## config.mk

```make
export PLATFORM = sky130hd
export DESIGN_NAME = multi_lane_receiver_flat
export DESIGN_NICKNAME = d
export VERILOG_FILES = /design/src/rtl/multi_lane_receiver_pkg.sv /design/src/rtl/multi_lane_receiver_if.sv /design/src/rtl/multi_lane_receiver_lane.sv /design/src/rtl/multi_lane_receiver.sv /design/src/flat_wrapper.sv
export SDC_FILE = /design/constraint.sdc
export NUM_CORES = 1
export LEC_CHECK = 0
export CAP_MARGIN = 20
export CORE_MARGIN = 3
export CORE_UTILIZATION = 40
export DETAILED_ROUTE_END_ITERATION = 8
export PLACE_DENSITY_LB_ADDON = 0.12
export SKIP_CTS_REPAIR_TIMING = 1
export SLEW_MARGIN = 40
export SYNTH_ARGS = -nofsm -noshare
export SYNTH_HDL_FRONTEND = slang
export SYNTH_SLANG_ARGS = --single-unit
```

## constraint.sdc

```tcl
create_clock -name clk -period 2.55 [get_ports clk]
set_input_delay 0.51 -clock clk [delete_from_list [all_inputs] [get_ports clk]]
set_output_delay 0.51 -clock clk [all_outputs]
set_load 0.1 [all_outputs]
```

## src/rtl/multi_lane_receiver_pkg.sv

```systemverilog
// multi_lane_receiver_pkg: shared defaults and FSM state type for the multi-lane receiver
package multi_lane_receiver_pkg;
  localparam int RX_NUM_LANES = 4;
  localparam int ENC_DATA_BITS = 256;
  localparam int RX_SYNC_BITS = 8;
  localparam logic [RX_SYNC_BITS-1:0] RX_SYNCWORD = 8'hA5;
  localparam int RX_TIMEOUT_CYCLES = 1024;
  typedef enum logic [1:0] {IDLE, LISTEN, DONE, TIMEOUT} rx_state_t;
endpackage

```

## src/rtl/multi_lane_receiver_if.sv

```systemverilog
// multi_lane_receiver_if: control, serial lanes and packet result between pins/decoder and the receiver
interface multi_lane_receiver_if #(
  parameter int NUM_LANES = 4,
  parameter int DATA_BITS = 256
);
  logic receive_start;
  logic game_active;
  logic [NUM_LANES-1:0] serial_in;
  logic [DATA_BITS-1:0] data_out;
  logic receive_done;
  logic timeout;
  logic [NUM_LANES-1:0] lane_synced;
  modport master(
    output receive_start, game_active, serial_in,
    input data_out, receive_done, timeout, lane_synced
  );
  modport slave(
    input receive_start, game_active, serial_in,
    output data_out, receive_done, timeout, lane_synced
  );
endinterface

```

## src/rtl/multi_lane_receiver_lane.sv

```systemverilog
// lane_receiver: per-lane syncword hunt followed by capture of this lane's packet slice
module lane_receiver #(
  parameter int SYNC_BITS = 8,
  parameter logic [SYNC_BITS-1:0] SYNCWORD = 8'hA5,
  parameter int LANE_BITS = 64
) (
  input logic clk,
  input logic clear,
  input logic listen,
  input logic serial_in,
  output logic synced,
  output logic lane_done,
  output logic [LANE_BITS-1:0] slice
);
  localparam int CW = $clog2(LANE_BITS + 1);
  logic [SYNC_BITS-1:0] sync_reg;
  logic [CW-1:0] cnt;
  logic hit;
  assign hit = sync_reg == SYNCWORD;
  assign lane_done = cnt == CW'(LANE_BITS);
  // the bit sampled on the edge that sees the match is already the first data bit
  always_ff @(posedge clk) begin
    if (clear) begin
      sync_reg <= '0;
      slice <= '0;
      cnt <= '0;
      synced <= 1'b0;
    end else if (listen) begin
      if (!hit) sync_reg <= {sync_reg[SYNC_BITS-2:0], serial_in};
      synced <= synced | hit;
      if (hit && !lane_done) begin
        slice <= {slice[LANE_BITS-2:0], serial_in};
        cnt <= cnt + CW'(1);
      end
    end
  end
endmodule

```

## src/rtl/multi_lane_receiver.sv

```systemverilog
// multi_lane_receiver: reassembles a packet striped over skewed serial lanes, with completion timeout
module multi_lane_receiver
  import multi_lane_receiver_pkg::*;
#(
  parameter int NUM_LANES = RX_NUM_LANES,
  parameter int DATA_BITS = ENC_DATA_BITS,
  parameter int SYNC_BITS = RX_SYNC_BITS,
  parameter logic [SYNC_BITS-1:0] SYNCWORD = RX_SYNCWORD,
  parameter int TIMEOUT_CYCLES = RX_TIMEOUT_CYCLES
) (
  input logic clk,
  input logic rst,
  multi_lane_receiver_if.slave bus
);
  localparam int LANE_BITS = DATA_BITS / NUM_LANES;
  localparam int TW = $clog2(TIMEOUT_CYCLES);
  rx_state_t state, next_state;
  logic [TW-1:0] timer;
  logic [NUM_LANES-1:0] lane_done, synced;
  logic [DATA_BITS-1:0] data;
  logic abort, clear, listen, all_done;
  assign abort = rst | ~bus.game_active;
  assign clear = abort | bus.receive_start;
  assign listen = state == LISTEN;
  assign all_done = &lane_done;
  assign bus.data_out = data;
  assign bus.lane_synced = synced;
  for (genvar i = 0; i < NUM_LANES; i++) begin : g_lane
    lane_receiver #(
      .SYNC_BITS(SYNC_BITS),
      .SYNCWORD(SYNCWORD),
      .LANE_BITS(LANE_BITS)
    ) u_lane (
      .clk(clk),
      .clear(clear),
      .listen(listen),
      .serial_in(bus.serial_in[i]),
      .synced(synced[i]),
      .lane_done(lane_done[i]),
      .slice(data[i*LANE_BITS +: LANE_BITS])
    );
  end
  always_ff @(posedge clk) begin
    if (abort) state <= IDLE;
    else state <= next_state;
  end
  // completion is tested before the limit so a simultaneous finish is reported as done
  always_comb begin
    next_state = bus.receive_start ? LISTEN :
                 !listen ? state :
                 all_done ? DONE :
                 timer == TW'(TIMEOUT_CYCLES - 1) ? TIMEOUT : LISTEN;
  end
  always_ff @(posedge clk) begin
    if (clear) timer <= '0;
    else if (listen) timer <= timer + TW'(1);
  end
  always_comb begin
    bus.receive_done = state == DONE;
    bus.timeout = state == TIMEOUT;
  end
endmodule
```

## src/flat_wrapper.sv

```systemverilog
// flat-port wrapper written by rule: the top's interface ports become plain ports
module multi_lane_receiver_flat import multi_lane_receiver_pkg::*;
#(
  parameter int NUM_LANES = RX_NUM_LANES,
  parameter int DATA_BITS = ENC_DATA_BITS,
  parameter int SYNC_BITS = RX_SYNC_BITS,
  parameter logic [SYNC_BITS-1:0] SYNCWORD = RX_SYNCWORD,
  parameter int TIMEOUT_CYCLES = RX_TIMEOUT_CYCLES
)
  (clk, rst, bus_receive_start, bus_game_active, bus_serial_in, bus_data_out, bus_receive_done, bus_timeout, bus_lane_synced);
  multi_lane_receiver_if #(.NUM_LANES(NUM_LANES), .DATA_BITS(DATA_BITS)) bus_i ();
  input logic clk;
  input logic rst;
  input wire logic [$bits(bus_i.receive_start)-1:0] bus_receive_start;
  input wire logic [$bits(bus_i.game_active)-1:0] bus_game_active;
  input wire logic [$bits(bus_i.serial_in)-1:0] bus_serial_in;
  output wire logic [$bits(bus_i.data_out)-1:0] bus_data_out;
  output wire logic [$bits(bus_i.receive_done)-1:0] bus_receive_done;
  output wire logic [$bits(bus_i.timeout)-1:0] bus_timeout;
  output wire logic [$bits(bus_i.lane_synced)-1:0] bus_lane_synced;
  assign bus_i.receive_start = bus_receive_start;
  assign bus_i.game_active = bus_game_active;
  assign bus_i.serial_in = bus_serial_in;
  assign bus_data_out = bus_i.data_out;
  assign bus_receive_done = bus_i.receive_done;
  assign bus_timeout = bus_i.timeout;
  assign bus_lane_synced = bus_i.lane_synced;
  multi_lane_receiver #(.NUM_LANES(NUM_LANES), .DATA_BITS(DATA_BITS), .SYNC_BITS(SYNC_BITS), .SYNCWORD(SYNCWORD), .TIMEOUT_CYCLES(TIMEOUT_CYCLES)) u_core (.clk(clk), .rst(rst), .bus(bus_i));
endmodule
```

==> out/results.txt <==
antenna violations before repair = 0
fin nets = 1556
Peak VDD IR = 0.4327 mV
Syn Nets = 1308
Clk Latency, worst-skew pair = 0.51 ns
routed len/inst = 14.20 um
Max Clk Rate = 481.3 MHz
Post-synth EDFFs = 0
critical path cell sequence = or4b_4, nor4b_2, or3b_1, o31a_1
layout cell share with drive strength beyond 1 = 0.2337
Hold Vio Cnt, Final = 0
Static Leak = 5.865 nW
Buf/Inv on CP = 0
Mean Syn Cell Area = 9.534 um^2
I/O pin count = 270
CTS sink cnt = 332
Tmin final = 2.077 ns
fin crit share = 0.8147
Final TNS setup = 0 ns
Netlist cell types = 50
CTS Buffer Depth = 3
Max stage delay on crit path = 0.59 ns
Routed WL = 27.72 mm
Row Count = 63
vias in the first global route = 9108
max FFs per register = 256
unrepaired setup endpoints after global routing = false
CP endpoint kind = flop
FF+latch count, synth = 332
DP Wirelength = 19.09 mm
Worst EP required = 2.95 ns
TritonRoute pass-1 iters = 4
Diodes inserted = 0
YS warnings = 0
Die Ht = 181.4 um
cts bufs inserted = 36
post-synth top area share = 0.5400
slowest CP cell = or4b_4
setup violators final = 0
clk_skew = 0.01718 ns
final instance area = 15980 um^2
via count = 9462
largest net degree at the start of global routing = 67
DRT antenna net count = 0
port bufs = 269
min-delay src = u_core.g_lane[2].u_lane.slice[63]$_SDFFE_PP0P_
max-cap check violation count = 0
die area = 32910 um^2
Setup CP Type = reg2reg
hold crit path type = reg2reg
CP Launch Type = flop
Synth Flop Type = dfxtp_1
Critical Path AT = 2.48 ns
placed instance area = 14860 um^2
Starting Density = 0.4109
Async S/R FF share, synth = 0
first-pass GRT wire length = 46.17 mm
DRT iter0 DRCs = 454
Max-slew headroom = 0.5414
Non-Filler Instances = 1952
Seq/Total Area, Yosys = 0.5400
core box area = 29950 um^2
Critical R2R Launch = u_core.g_lane[0].u_lane.cnt[2]$_SDFFE_PP0P_
filler cell count = 2764
Post-Syn Area = 12310 um^2
largest delay contributor family on the critical path = simple AND/OR/NAND/NOR gates
Clock Tree Root = clkbuf_16
Cells after Synth = 1291
global-route usage over all layers = 0.1631
DRC Markers = 0
area delta synth->final = 29.81%
worst-margin pin slew = 0.6878 ns
H-tree depth = 2
grt ovf = 0
Chip Width = 181.4 um
crit path launch = u_core.g_lane[0].u_lane.cnt[2]$_SDFFE_PP0P_
clock input transition at the sequential cells of the worst setup and hold paths = 0.06 ns
synth top area cells = dfxtp_1, mux2i_1, nand2_1
outcome = complete, no violations
post-DR vias/cell = 4.847
Max Transition Viols Final = 0
CTS tree = yes
CP Max Fanout = 6
largest area contributor in the netlist = dfxtp_1
GPL Wtd Cong = 0.7566
dpl cells = 1891
Power Density = 639.4 nW/um^2
[cell families after synthesis]
family,after synthesis,share of synthesized area
buf+inv,103,0.03843
xor+xnor,14,0.009962
mux,208,0.1692
fa+ha+maj,9,0.009149
flops,332,0.5400
compound gates,129,0.05876
simple gates,496,0.1745
[power breakdown]
part / internal, mW / switching [mW]
sequential: 5.19 / 0.00170
combinational: 0.0432 / 0.0963
clock: 2.90 / 1.99
total: 8.13 / 2.09
[final cells by class]
type                       instances  area (um^2)  area share
sequential                       332         6646      0.4160
multi-input combinational        856         5219      0.3267
timing repair buffer             300         2457      0.1538
clock buffer                      54         1071     0.06704
tap                              390        488.0     0.03054
inverter                          13        48.80    0.003054
clock inverter                     7        46.29    0.002898
[path summary, 6_finish.rpt]
| kind | to | cells past startpoint | slack (ns) |
|---|---|---|---|
| setup / recovery | u_core.state[0]$_SDFFE_PP0P_ | 4 | 0.47 |
| hold / removal | u_core.g_lane[2].u_lane.slice[63]$_SDFFE_PP0P_ | 2 | 0.46 |
| setup reg to reg | u_core.state[0]$_SDFFE_PP0P_ | 4 | 0.47 |
| hold reg to reg | u_core.g_lane[2].u_lane.slice[63]$_SDFFE_PP0P_ | 2 | 0.46 |
[stage by stage]
step / power (mW) / setup slack (ns) / hold slack, ns / util
after floorplan: 5.386 / 0.1275 / 0.4329 / -
after global placement: 5.446 / 0.3221 / 0.4457 / 0.4961
after detailed placement: 5.446 / 0.3011 / 0.4473 / 0.4961
after CTS: 10.42 / 0.4707 / 0.4627 / 0.5334
after global routing: 10.62 / 0.3598 / 0.4873 / 0.5334
final: 10.22 / 0.4725 / 0.4588 / 0.5334
[worst reg2reg max path, cell delays in order (launching register included)]
cell and delay, ns:
dfxtp_1 0.35, or4b_4 0.59, nor4b_2 0.38, or3b_1 0.41, o31a_1 0.24
[cells in the final DEF (no fill, tap or decap), types with 2 or more instances in the layout]
cell type	n
a31o_2	2
clkbuf_16	38
or3_1	8
o221a_2	5
buf_12	15
nand3_1	13
nor4_1	5
a21oi_1	99
or4_1	2
clkinv_2	6
buf_4	278
nand4bb_1	2
xor2_1	10
nand2b_1	7
a31oi_1	2
mux2i_1	208
o21ai_0	10
nand4b_1	3
nand2_1	383
nor4bb_1	2
dfxtp_1	332
clkbuf_1	10
nand4_1	10
nor2_1	31
and2_4	3
nor4b_1	2
a211oi_1	2
and3_1	6
xnor2_1	4
clkdlybuf4s50_1	7
and4b_1	4
ha_1	9
and4bb_2	4
clkbuf_8	6
inv_1	13
[Yosys cell counts (3+ instances only)]
| master | count |
|---|---|
| nand2_1 | 383 |
| dfxtp_1 | 332 |
| mux2i_1 | 208 |
| a21oi_1 | 99 |
| clkbuf_1 | 44 |
| nor2_1 | 31 |
| buf_2 | 27 |
| buf_4 | 14 |
| inv_1 | 13 |
| nand3_1 | 13 |
| nand4_1 | 10 |
| o21ai_0 | 10 |
| xor2_1 | 10 |
| ha_1 | 9 |
| or3_1 | 8 |
| nand2b_1 | 7 |
| and3_1 | 6 |
| buf_1 | 5 |
| nor4_1 | 5 |
| o221a_2 | 5 |
| and4b_1 | 4 |
| and4bb_2 | 4 |
| xnor2_1 | 4 |
| and2_1 | 3 |
| nand4b_1 | 3 |
[routing by layer]
layer / part of all wire / routed length [um] / track usage / vias up
met5: 0 / 0 / 0 / -
met4: 0.017 / 470 / 0.04205 / 0
met3: 0.080 / 2205 / 0.05809 / 39
met2: 0.46 / 12720 / 0.2556 / 222
met1: 0.44 / 12330 / 0.2155 / 4344
li1: - / - / - / 4857
No activity file was read; power rests on OpenSTA's default activity.
